### src/rtl/luks_spi_pkg.sv
// luks_spi_pkg: opcodes, FSM encoding and JEDEC ID byte selection shared by the SPI flash responder.
package luks_spi_pkg;
    localparam logic [7:0] OP_READ = 8'h03;
    localparam logic [7:0] OP_RDID = 8'h9F;
    localparam logic [7:0] OP_RES  = 8'hAB;

    typedef enum logic [2:0] {ST_IDLE, ST_CMD, ST_ADDR, ST_DATA, ST_ID, ST_IGNORE} state_t;

    function automatic logic [7:0] id_byte(input logic [23:0] id, input logic [1:0] idx);
        return idx == 2'd0 ? id[23:16] : idx == 2'd1 ? id[15:8] : idx == 2'd2 ? id[7:0] : 8'hFF;
    endfunction
endpackage

### src/rtl/spi_sync_edge.sv
// spi_sync_edge: 2-flop synchronizer with a third history flop; toggle flags any change of the synced level.
module spi_sync_edge #(
    parameter logic RST_VAL = 1'b0
) (
    input  logic clk,
    input  logic rst_n,
    input  logic din,
    output logic level,
    output logic toggle
);
    logic [2:0] s;

    always_ff @(posedge clk or negedge rst_n)
        if (!rst_n) s <= {3{RST_VAL}};
        else        s <= {s[1:0], din};

    assign level  = s[1];
    assign toggle = s[1] ^ s[2];
endmodule

### src/rtl/spi_flash_resp.sv
// spi_flash_resp: SPI mode-0 flash responder serving READ (0x03) from a byte memory and JEDEC ID (0x9F).
module spi_flash_resp #(
    parameter int          MEM_AW   = 8,
    parameter logic [23:0] JEDEC_ID = 24'hEF4016
) (
    input  logic              clk,
    input  logic              rst_n,
    input  logic              spi_csb,
    input  logic              spi_sclk,
    input  logic              spi_mosi,
    output logic              spi_miso,
    output logic              spi_miso_oe,
    output logic              mem_rd,
    output logic [MEM_AW-1:0] mem_addr,
    input  logic [7:0]        mem_rdata,
    output logic              busy,
    output logic              cmd_err
);
    import luks_spi_pkg::*;

    localparam int SW = MEM_AW > 8 ? MEM_AW : 8;

    logic          cs_level, cs_edge, sck_level, sck_edge, sck_rise, sck_fall;
    logic [1:0]    mosi_s, id_idx, warm;
    logic          armed, cap;
    logic [4:0]    bit_cnt;
    logic [SW-2:0] shreg;
    logic [SW-1:0] shin;
    logic [7:0]    tx;
    state_t        state;

    spi_sync_edge #(.RST_VAL(1'b1)) u_cs  (.clk(clk), .rst_n(rst_n), .din(spi_csb),  .level(cs_level),  .toggle(cs_edge));
    spi_sync_edge #(.RST_VAL(1'b0)) u_sck (.clk(clk), .rst_n(rst_n), .din(spi_sclk), .level(sck_level), .toggle(sck_edge));

    always_ff @(posedge clk or negedge rst_n)
        if (!rst_n) mosi_s <= '0;
        else        mosi_s <= {mosi_s[0], spi_mosi};

    assign sck_rise = sck_edge & sck_level;
    assign sck_fall = sck_edge & ~sck_level;
    assign shin     = {shreg, mosi_s[1]};

    // armed only after the synced CSB has been seen high post-reset, so a CSB held low at release is ignored
    always_ff @(posedge clk or negedge rst_n)
        if (!rst_n) begin
            state       <= ST_IDLE;
            bit_cnt     <= '0;
            shreg       <= '0;
            tx          <= '0;
            id_idx      <= '0;
            warm        <= '0;
            armed       <= 1'b0;
            cap         <= 1'b0;
            spi_miso    <= 1'b0;
            spi_miso_oe <= 1'b0;
            mem_rd      <= 1'b0;
            mem_addr    <= '0;
            busy        <= 1'b0;
            cmd_err     <= 1'b0;
        end else begin
            mem_rd  <= 1'b0;
            cmd_err <= 1'b0;
            cap     <= mem_rd;
            warm    <= warm + {1'b0, warm != 2'd3};
            armed   <= armed | (warm == 2'd3 & cs_level);
            if (cap) tx <= mem_rdata;
            if (cs_level) begin
                state       <= ST_IDLE;
                bit_cnt     <= '0;
                shreg       <= '0;
                tx          <= '0;
                id_idx      <= '0;
                cap         <= 1'b0;
                spi_miso    <= 1'b0;
                spi_miso_oe <= 1'b0;
                busy        <= 1'b0;
            end else if (cs_edge && armed) begin
                state   <= ST_CMD;
                bit_cnt <= '0;
                shreg   <= '0;
                busy    <= 1'b1;
            end else begin
                case (state)
                    ST_CMD: if (sck_rise) begin
                        shreg   <= shin[SW-2:0];
                        bit_cnt <= bit_cnt + 5'd1;
                        if (bit_cnt == 5'd7) begin
                            bit_cnt     <= '0;
                            state       <= shin[7:0] == OP_READ ? ST_ADDR : shin[7:0] == OP_RDID ? ST_ID : ST_IGNORE;
                            cmd_err     <= !(shin[7:0] inside {OP_READ, OP_RDID, OP_RES});
                            spi_miso_oe <= shin[7:0] == OP_RDID;
                            tx          <= id_byte(JEDEC_ID, 2'd0);
                            id_idx      <= 2'd1;
                        end
                    end
                    ST_ADDR: if (sck_rise) begin
                        shreg   <= shin[SW-2:0];
                        bit_cnt <= bit_cnt + 5'd1;
                        if (bit_cnt == 5'd23) begin
                            bit_cnt     <= '0;
                            mem_rd      <= 1'b1;
                            mem_addr    <= shin[MEM_AW-1:0];
                            state       <= ST_DATA;
                            spi_miso_oe <= 1'b1;
                        end
                    end
                    ST_DATA: if (sck_fall) begin
                        spi_miso <= tx[7];
                        tx       <= {tx[6:0], 1'b0};
                        bit_cnt  <= bit_cnt + 5'd1;
                        if (bit_cnt == 5'd7) begin
                            bit_cnt  <= '0;
                            mem_rd   <= 1'b1;
                            mem_addr <= mem_addr + MEM_AW'(1);
                        end
                    end
                    ST_ID: if (sck_fall) begin
                        spi_miso <= tx[7];
                        tx       <= {tx[6:0], 1'b0};
                        bit_cnt  <= bit_cnt + 5'd1;
                        if (bit_cnt == 5'd7) begin
                            bit_cnt <= '0;
                            tx      <= id_byte(JEDEC_ID, id_idx);
                            id_idx  <= id_idx + {1'b0, id_idx != 2'd3};
                        end
                    end
                    default: ;
                endcase
            end
        end
endmodule

### config.mk
export PLATFORM = sky130hd
export DESIGN_NAME = spi_flash_resp
export DESIGN_NICKNAME = d
export VERILOG_FILES = /design/src/rtl/luks_spi_pkg.sv /design/src/rtl/spi_sync_edge.sv /design/src/rtl/spi_flash_resp.sv
export SDC_FILE = /design/constraint.sdc
export NUM_CORES = 1
export LEC_CHECK = 0
export ABC_AREA = 1
export CORE_MARGIN = 1
export CORE_UTILIZATION = 35
export CTS_BUF_LIST = sky130_fd_sc_hd__clkbuf_8
export CTS_CLUSTER_DIAMETER = 80
export DETAILED_ROUTE_END_ITERATION = 6
export PLACE_DENSITY = 0.57
export REMOVE_ABC_BUFFERS = 1
export SYNTH_ARGS = -nofsm -noshare
export SYNTH_HDL_FRONTEND = slang
export SYNTH_HIERARCHICAL = 1
export SYNTH_SLANG_ARGS = --single-unit
### constraint.sdc
create_clock -name clk -period 2.4 [get_ports clk]
set_clock_uncertainty 0.2 [all_clocks]
set_input_delay 0.24 -clock clk [delete_from_list [all_inputs] [get_ports clk]]
set_output_delay 0.24 -clock clk [all_outputs]
set_load 0.005 [all_outputs]
==> out/qor.csv, run 1 <==
stage;metric;value;unit
yosys;Mapped Area;2980;um^2
setup_path;Worst Path Max Fanout;10;
die;row cnt;33;
setup_path;Crit Path Class;flip-flop to flip-flop;
yosys;YS warnings;6;
die;core area;8220;um^2
routing;WL final;6870;um
routing;vias per cell;4.88;
setup_path;crit end category;flip-flop;
grt;largest net degree at the start of global routing;24;
finish;Finished Layout Cells;529;
setup_path;worst path cell trace;inv_1, nand2_1, nand2_1, nand2_2, inv_2, nor2_4, buf_4, nand2_4, inv_2, nor2_1, nor2_1;
setup_path;Slowest-stage cell, CP;dfstp_2;
yosys;Post-synth EDFFs;0;
timing;Final min period;2.10;ns
setup_path;family with the most delay on the worst path;simple AND/OR/NAND/NOR gates;
yosys;Mean Syn Cell Area;7.61;um^2
grt;Remaining Overflow, GRT;0;
hold_path;Worst Hold Class;input pin to flip-flop;
yosys;Top FF cell, synth;dfrtp_1;
power_and_ir_drop;worst IR drop on VDD;0.000200;V
yosys;count of cell types in the netlist;33;
timing;worst rel slew slack;0.736;
routing;metal1 wirelength;3330;um
timing;Slew Viols, Final;0;
placed_design;IO buf count;25;
timing;Final Hold Fails;0;
die;Die H;94.2;um
routing;Post-route DRC;0;
timing;Max Fclk;475;MHz
routing;met3 wire length;250;um
routing;DR vias;2583;
yosys;Mapped Cells;391;
routing;initial drt markers;109;
clocking;CTS clk-pin slew, worst paths;0.10;ns
clocking;Root Driver;clkbuf_8;
job;Max-Cap Viols;0;
setup_path;Startpoint Class;flip-flop;
die;Starting Density;0.362;
status;status;complete, no violations;
grt;first-pass GRT wire length;11600;um
finish;Area growth syn-to-layout;16.3;%
finish;Antenna Cells;0;
setup_path;slowest stage delay, CP;0.63;ns
routing;DR top layer;met4;
die;die footprint;8880;um^2
clocking;TritonCTS clock tree;done;
routing;met2 WL;3180;um
setup_path;worst path bufs/invs;4;
clocking;worst skew pair latency;0.31;ns
grt;GR Util All Layers;0.168;
routing;routed length per instance;13.0;um
clocking;Num CTS Buffers;5;
yosys;Synth Register Bits;50;
die;I/O Pins;26;
yosys;sequential area share after synthesis;0.422;
timing;Tcrit/Tclk final;0.877;
setup_path;Req. time, crit path;2.45;ns
grt;vias in the first global route;2426;
grt;initial antenna violation count;0;
setup_path;CP Data Arrival Time;2.16;ns
yosys;FFs w/ async S/R, synth;1.00;
clocking;CTS max path bufs;2;
timing;setup TNS;0;ns
finish;Final nets;442;
placed_design;placed insts;520;
timing;RSZ-0062 raised after global routing;no;
clocking;H-tree depth;2;
die;chip width;94.2;um
clocking;CTS resizes;0;
finish;layout cells sized above 1;0.144;
routing;Initial DRT Pass Iterations;4;
timing;final count of negative-setup-slack endpoints;0;
placed_design;HPWL after DPL;5140;um
timing;Slew @ Worst Pin;0.396;ns
power_and_ir_drop;P_leak;1.68;nW
placed_design;gp weighted congestion;0.864;
power_and_ir_drop;Cell Pwr Density;536;nW/um^2
routing;antenna viol nets, final;0;
power_and_ir_drop;Pwr Total;0.00185;W
clocking;clock sinks;50;
-- metrics by stage --
step                      setup slack [ns]  utilization  hold slack [ns]  cell area (um^2)
final                                0.296        0.421            0.123              3460
after global routing                0.0939        0.421           0.0991              3460
after CTS                            0.284        0.421            0.114              3460
after detailed placement             0.303        0.408          -0.0490              3360
after global placement               0.375        0.408          -0.0506              3360
after floorplan                      0.327            -           -0.256              2950
-- where the power goes --
group          internal, W  total, W  switching, W
combinational     0.000130  0.000385      0.000256
sequential        0.000883  0.000930     0.0000476
clock             0.000217  0.000538      0.000321
total              0.00123   0.00185      0.000624
-- metal layers --
layer,up-vias,track usage
li1,1328,-
met1,1187,0.221
met2,55,0.280
met3,13,0.0316
met4,0,0.0487
met5,-,0
-- layout by cell type (no fill, tap or decap), drive strengths merged, types with 3 or more instances in the layout --
master	instances
mux2	3
clkdlybuf4s50	24
nor3	7
dfrtp	47
or2	3
ha	6
dfstp	3
mux2i	3
nand2	117
nor2	44
nand3	47
clkbuf	5
o21ai	31
inv	52
a21oi	14
nand4	7
buf	5
-- state kept, by name, indices dropped and copies added, names as in the netlist, 2 cells and up --
name	count
shreg	7
u_sck/s	3
mem_addr	8
warm	2
u_cs/s	3
id_idx	2
state	3
tx	8
mosi_s	2
bit_cnt	5
-- final cells by class --
| type | count | area (um^2) |
|---|---|---|
| clock buffers | 5 | 68.8 |
| clock inverters | 3 | 26.3 |
| fillers | 849 | 4760 |
| inverters | 49 | 184 |
| multi-input cells | 287 | 1510 |
| flip-flops and latches | 50 | 1250 |
| well taps | 105 | 131 |
| repair buffers | 30 | 285 |
-- repair_timing --
item / CTS / global route
buffers inserted: 0 / 0
hold endpoints to repair: 43 / 0
hold buffers: 1 / 0
-- worst paths after layout --
check / to / cells past startpoint / slack, ns / start
worst max-delay path: mem_addr[0] / 11 / 0.30 / u_cs/s[1]
max in group asynchronous: u_cs/s[2] / 3 / 1.19 / rst_n
worst min-delay path: u_cs/s[0] / 1 / 0.12 / spi_csb
worst min register to register: mosi_s[1] / 0 / 0.16 / mosi_s[0]
worst max register to register: mem_addr[0] / 11 / 0.30 / u_cs/s[1]
min in group asynchronous: mem_addr[5] / 2 / 0.15 / rst_n
-- synth_stat cells, types with 4 or more instances --
master	n	share of area
a21oi_1	14	0.024
dfrtp_1	47	0.40
ha_1	6	0.025
inv_1	39	0.049
inv_2	10	0.013
nand2_1	108	0.14
nand2_2	6	0.013
nand3_1	40	0.067
nand3_2	4	0.013
nand4_1	7	0.015
nor2_1	35	0.044
nor2_2	4	0.0084
nor2_4	4	0.015
nor3_1	6	0.010
o21ai_0	17	0.029
o21ai_1	12	0.020
-- logic make-up (layout without fill, tap and decap cells) --
group | count (synthesis) | count (layout) | share of synthesized area
simple gates | 225 | 225 | 0.369
compound gates | 49 | 49 | 0.0883
flops | 50 | 50 | 0.422
fa+ha+maj | 6 | 6 | 0.0252
buf+inv | 54 | 87 | 0.0710
mux | 6 | 6 | 0.0214
xor+xnor | 1 | 1 | 0.00294
(Power assumes the default switching activity.)
==> inputs of run 2 (changes only) <==
--- a/config.mk
+++ b/config.mk
@@ -6,12 +6,14 @@
 export NUM_CORES = 1
 export LEC_CHECK = 0
 export ABC_AREA = 1
+export CELL_PAD_IN_SITES_DETAIL_PLACEMENT = 1
+export CELL_PAD_IN_SITES_GLOBAL_PLACEMENT = 1
 export CORE_MARGIN = 1
 export CORE_UTILIZATION = 35
 export CTS_BUF_LIST = sky130_fd_sc_hd__clkbuf_8
 export CTS_CLUSTER_DIAMETER = 80
 export DETAILED_ROUTE_END_ITERATION = 6
-export PLACE_DENSITY = 0.57
+export PLACE_DENSITY = 0.71
 export REMOVE_ABC_BUFFERS = 1
 export SYNTH_ARGS = -nofsm -noshare
 export SYNTH_HDL_FRONTEND = slang
==> out/qor.csv, run 2 (synthesis results as in run 1) <==
stage;metric;value;unit;change
status;status;complete, no violations;;unchanged
routing;vias per cell;5.02;;was 4.88
setup_path;R2R setup slack;0.37;ns;was 0.30 ns
routing;DR vias;2665;;was 2583
setup_path;crit-path most repeated cell;nand2_1;;
clocking;Post-CTS Setup Repair Bufs;0;;unchanged
timing;worst rel slew slack;0.712;;was 0.736
routing;antenna viol nets, final;0;;unchanged
power_and_ir_drop;Cell Pwr Density;547;nW/um^2;was 536 nW/um^2
placed_design;Place WS;0.361;ns;was 0.303 ns
power_and_ir_drop;Pwr Total;0.00191;W;was 0.00185 W
timing;setup TNS;0;ns;unchanged
die;core area;8220;um^2;unchanged
routing;Post-route DRC;0;;unchanged
timing;Max Fclk;492;MHz;was 475 MHz
routing;WL final;8050;um;was 6870 um
power_and_ir_drop;P_leak;1.69;nW;was 1.68 nW
routing;Initial DRT Pass Iterations;4;;unchanged
setup_path;worst path cell trace;inv_1, nand2_1, nand2_1, nand2_2, inv_2, nor2_4, o21ai_1, nor2_4, nand2_1, o21ai_1;;was inv_1, nand2_1, nand2_1, nand2_2, inv_2, nor2_4, buf_4, nand2_4, inv_2, nor2_1, nor2_1
placed_design;IO buf count;25;;unchanged
setup_path;Crit Path Class;flip-flop to flip-flop;;unchanged
finish;Antenna Cells;0;;unchanged
setup_path;CP Data Arrival Time;2.08;ns;was 2.16 ns
job;Max-Cap Viols;0;;unchanged
timing;final count of negative-setup-slack endpoints;0;;unchanged
finish;top flop regs;mem_addr x8, tx x8, shreg x7;;unchanged
power_and_ir_drop;sequential group share of total power;0.488;;was 0.502
grt;initial antenna violation count;0;;unchanged
hold_path;Worst Hold Class;input pin to flip-flop;;unchanged
clocking;CTS clk-pin slew, worst paths;0.11;ns;was 0.10 ns
clocking;H-tree depth;2;;unchanged
grt;largest net degree at the start of global routing;28;;was 24
grt;vias in the first global route;2670;;was 2426
clocking;TritonCTS clock tree;done;;unchanged
clocking;Root Driver;clkbuf_8;;unchanged
power_and_ir_drop;Clk network pwr share;0.298;;was 0.290
timing;Final min period;2.03;ns;was 2.10 ns
setup_path;Startpoint Class;flip-flop;;unchanged
timing;Final Hold Fails;0;;unchanged
finish;most common cell after layout, fill and taps aside;nand2_1;;unchanged
placed_design;gp weighted congestion;0.869;;was 0.864
clocking;Num CTS Buffers;5;;unchanged
clocking;worst skew pair latency;0.32;ns;was 0.31 ns
timing;Tcrit/Tclk final;0.847;;was 0.877
timing;Slew Viols, Final;0;;unchanged
routing;routed length per instance;15.2;um;was 13.0 um
setup_path;Req. time, crit path;2.45;ns;about the same
grt;GR Util All Layers;0.194;;was 0.168
power_and_ir_drop;Comb pwr share;0.215;;was 0.208
routing;initial drt markers;99;;was 109
finish;FILL cells;1053;;was 849
die;I/O Pins;26;;unchanged
die;die footprint;8880;um^2;unchanged
timing;RSZ-0062 raised after global routing;no;;unchanged
grt;first-pass GRT wire length;13200;um;was 11600 um
die;row cnt;33;;unchanged
clocking;CTS resizes;0;;unchanged
clocking;CTS max path bufs;2;;unchanged
die;Starting Density;0.362;;unchanged
placed_design;HPWL after DPL;6080;um;was 5140 um
finish;layout cells sized above 1;0.148;;was 0.144
setup_path;crit end category;flip-flop;;unchanged
power_and_ir_drop;P_sw;0.000671;W;was 0.000624 W
power_and_ir_drop;switch share;0.351;;was 0.337
grt;Remaining Overflow, GRT;0;;unchanged
die;Die H;94.2;um;unchanged
power_and_ir_drop;worst IR drop on VDD;0.000250;V;was 0.000200 V
clocking;clock sinks;50;;unchanged
finish;Final nets;444;;was 442
setup_path;Worst Path Max Fanout;10;;unchanged
finish;Area growth syn-to-layout;17.3;%;was 16.3%
setup_path;Slowest-stage cell, CP;dfstp_2;;unchanged
power_and_ir_drop;Int Pwr;0.00124;W;was 0.00123 W
finish;most frequent cells in the layout;nand2_1, dfrtp_1, nand3_1, inv_1, nor2_1;;unchanged
timing;Slew @ Worst Pin;0.432;ns;was 0.396 ns
die;chip width;94.2;um;unchanged
timing;Final WS setup;0.366;ns;was 0.296 ns
setup_path;slowest stage delay, CP;0.56;ns;was 0.63 ns
run 2: changes by cell type in the layout (fill, tap and decap cells not counted), sizes merged:
cell,previous run,this run
clkinv,0,1
inv,52,51
buf,5,7
run 2: power by group through the flow:
stage	Combinational (W)	Clock, W	Sequential [W]
after global routing	0.000478	0.000619	0.000936
final	0.000410	0.000568	0.000930
after global placement	0.000406	0	0.000944
after CTS	0.000415	0.000595	0.000931
after floorplan	0.000274	0	0.000937
after detailed placement	0.000411	0	0.000946
run 2: path summary, 6_finish.rpt:
kind,start,endpoint,cells past startpoint
max in group asynchronous,rst_n,u_cs/s[2],3
min in group asynchronous,rst_n,u_sck/s[1],3
max reg2reg,u_cs/s[1],mem_addr[4],10
min,spi_mosi,mosi_s[0],1
max,u_cs/s[1],mem_addr[4],10
min reg2reg,mosi_s[0],mosi_s[1],0
run 2: timing repair:
action / CTS / global route
hold buffers: 1 / 0
endpoints found under the hold margin: 49 / 0
setup endpoints to repair: 0 / 0
run 2: metal layers:
layer | GRT usage | routed length [um]
met1 | 0.256 | 3780
met2 | 0.327 | 3880
met3 | 0.0340 | 317
met4 | 0.0462 | 73
met5 | 0 | 0
run 2: final cells by class:
class / count / area (um^2) / share of cell area
Sequential cell: 50 / 1250 / 0.359
Multi-Input combinational cell: 287 / 1510 / 0.433
Clock buffer: 5 / 68.8 / 0.0197
Clock inverter: 3 / 28.8 / 0.00824
Tap cell: 105 / 131 / 0.0376
Inverter: 49 / 184 / 0.0527
Timing Repair Buffer: 32 / 313 / 0.0896
run 2: through the flow:
stage	hold WS, ns	instance area (um^2)	util	std cells
final	0.148	3490	0.425	531
after global routing	0.132	3490	0.425	531
after CTS	0.132	3490	0.425	531
after detailed placement	0.0161	3380	0.412	522
after global placement	0.0208	3380	0.412	522
after floorplan	-0.256	2950	-	386
run 2: worst max-delay path: cells and delay by family, from the launching register on:
kind / cells / cell delay [ns]
buf+inv: 2 / 0.15
compound gates: 2 / 0.25
simple gates: 6 / 0.82
flops: 1 / 0.56
==> inputs of run 3 (changes only) <==
==> constraint.sdc (replaced) <==
create_clock -name clk -period 1.95 [get_ports clk]
set_clock_uncertainty 0.2 [all_clocks]
set_input_delay 0.195 -clock clk [delete_from_list [all_inputs] [get_ports clk]]
set_output_delay 0.195 -clock clk [all_outputs]
set_load 0.005 [all_outputs]
==> out/qor.csv, run 3 (synthesis results as in run 1) <==
stage;metric;value;unit;change
die;core area;8220;um^2;unchanged
grt;first-pass GRT wire length;13700;um;was 13200 um
timing;Final min period;1.88;ns;was 2.03 ns
die;die footprint;8880;um^2;unchanged
clocking;H-tree depth;2;;unchanged
timing;Final Hold Fails;0;;unchanged
routing;antenna viol nets, final;0;;unchanged
timing;RSZ-0062 raised after global routing;yes;;was no
placed_design;Placement Cell Area;3410;um^2;was 3380 um^2
setup_path;Req. time, crit path;1.95;ns;was 2.45 ns
finish;Area growth syn-to-layout;22.8;%;was 17.3%
die;row cnt;33;;unchanged
hold_path;worst hold start;spi_sclk;;was spi_mosi
finish;Final nets;452;;was 444
finish;FILL cells;1018;;was 1053
power_and_ir_drop;P_leak;1.74;nW;was 1.69 nW
setup_path;R2R setup slack;0.07;ns;was 0.37 ns
clocking;Root Driver;clkbuf_8;;unchanged
routing;routed length per instance;15.3;um;was 15.2 um
job;Max-Cap Viols;0;;unchanged
clocking;TritonCTS clock tree;done;;unchanged
clocking;clock sinks;50;;unchanged
grt;largest net degree at the start of global routing;30;;was 28
timing;worst rel slew slack;0.620;;was 0.712
die;chip width;94.2;um;unchanged
finish;fin area;3660;um^2;was 3490 um^2
routing;vias per cell;5.02;;about the same
placed_design;IO buf count;25;;unchanged
finish;layout cells sized above 1;0.187;;was 0.148
hold_path;Hold Path Cell Cnt;1;;unchanged
clocking;Num CTS Buffers;5;;unchanged
die;I/O Pins;26;;unchanged
grt;Remaining Overflow, GRT;0;;unchanged
routing;Post-route DRC;0;;unchanged
clocking;worst skew pair latency;0.33;ns;was 0.32 ns
timing;final count of negative-setup-slack endpoints;0;;unchanged
clocking;CTS clk-pin slew, worst paths;0.11;ns;about the same
timing;Slew @ Worst Pin;0.571;ns;was 0.432 ns
setup_path;Worst Path Max Fanout;8;;was 10
placed_design;gp weighted congestion;0.792;;was 0.869
setup_path;R2R depth;9;;was 10
grt;vias in the first global route;2859;;was 2670
clocking;CTS max path bufs;2;;unchanged
status;status;complete, no violations;;unchanged
finish;Finished Layout Cells;539;;was 531
setup_path;Crit Path Class;flip-flop to flip-flop;;unchanged
setup_path;crit end category;flip-flop;;unchanged
placed_design;placed insts;524;;was 522
placed_design;HPWL after DPL;6100;um;was 6080 um
setup_path;Startpoint Class;flip-flop;;unchanged
setup_path;CP Data Arrival Time;1.88;ns;was 2.08 ns
routing;initial drt markers;92;;was 99
finish;most common cell after layout, fill and taps aside;nand2_1;;unchanged
routing;DR vias;2708;;was 2665
timing;Max Fclk;531;MHz;was 492 MHz
power_and_ir_drop;worst IR drop on VDD;0.000279;V;was 0.000250 V
timing;Slew Viols, Final;0;;unchanged
finish;top flop regs;mem_addr x8, tx x8, shreg x7;;unchanged
grt;GR Util All Layers;0.201;;was 0.194
timing;Tcrit/Tclk final;0.966;;was 0.847
die;Starting Density;0.362;;unchanged
routing;WL final;8240;um;was 8050 um
hold_path;Worst Hold Class;input pin to flip-flop;;unchanged
die;Die H;94.2;um;unchanged
setup_path;worst r2r src;u_cs/s[1];;unchanged
finish;most frequent cells in the layout;nand2_1, dfrtp_1, nand3_1, inv_1, nor2_1;;unchanged
routing;Initial DRT Pass Iterations;4;;unchanged
hold_path;hold worst-path end;u_sck/s[0];;was mosi_s[0]
power_and_ir_drop;Cell Pwr Density;684;nW/um^2;was 547 nW/um^2
finish;Antenna Cells;0;;unchanged
grt;initial antenna violation count;0;;unchanged
setup_path;reg2reg end;mem_addr[6];;was mem_addr[4]
-- run 3: changes by cell type in the layout (fill, tap and decap cells not counted), sizes merged --
cell	before	now
inv	51	50
buf	7	14
clkinvlp	0	1
bufinv	0	1
-- run 3: cell type report --
cell class              instances  area, um^2  share of cell area
clock buffers                   5        68.8              0.0188
clock inverters                 3        47.5              0.0130
inverters                      49         189              0.0517
multi-input cells             287        1580               0.432
flip-flops and latches         50        1260               0.344
well taps                     105         131              0.0359
repair buffers                 39         378               0.103
repair inverters                1        7.51             0.00205
-- run 3: layer usage --
layer / global-route usage / share of wire / vias to the layer above / wire length (um)
met3: 0.0267 / 0.018 / 8 / 147
met5: 0 / 0 / - / 0
met4: 0.0577 / 0.011 / 0 / 93
met2: 0.362 / 0.51 / 21 / 4220
met1: 0.246 / 0.46 / 1337 / 3780
li1: - / - / 1342 / -
-- run 3: worst max-delay path, stage by stage, from the launching register on --
cell     delay [ns]
dfstp_2        0.58
inv_1          0.05
nand2_1        0.07
nand2_2        0.07
nand2_4        0.14
inv_6          0.06
nor2_4         0.15
o21ai_2        0.09
nor2_4         0.22
o21ai_0        0.12
-- run 3: worst max-delay path by stage --
| stage | start | end | slack (ns) | cells past startpoint |
|---|---|---|---|---|
| detailed placement | bit_cnt[0] | tx[3] | 0.02 | 7 |
| global route | u_cs/s[1] | shreg[5] | -0.03 | 10 |
| finish | u_cs/s[1] | mem_addr[6] | 0.07 | 9 |
| floorplan | u_cs/s[1] | mem_addr[6] | -0.12 | 9 |
| CTS | bit_cnt[1] | tx[2] | 0.001 | 9 |
| global placement | bit_cnt[0] | tx[7] | 0.04 | 7 |
-- run 3: what timing repair did --
item | CTS | global route
buffers inserted | 2 | 3
resized for setup | 1 | 19
setup endpoints to repair | 2 | 33
pin swaps | 2 | 7
hold endpoints to repair | 21 | 0
gates cloned | 0 | 1
hold buffers | 1 | 0
-- run 3: power by group --
group / switching, W / internal, W / total, W
clock network: 0.000408 / 0.000390 / 0.000798
logic: 0.000362 / 0.000195 / 0.000557
registers: 0.0000600 / 0.00109 / 0.00115
total: 0.000829 / 0.00167 / 0.00250
-- run 3: through the flow --
step	TNS (ns)	setup slack, ns	util	power [W]	hold slack [ns]
after floorplan	-0.526	-0.123	-	0.00149	-0.301
after global placement	0	0.0374	0.415	0.00166	0.0165
after detailed placement	0	0.0214	0.415	0.00167	0.0266
after CTS	0	0.00104	0.433	0.00248	0.102
after global routing	-0.154	-0.0318	0.445	0.00264	0.101
final	0	0.0663	0.445	0.00250	0.107
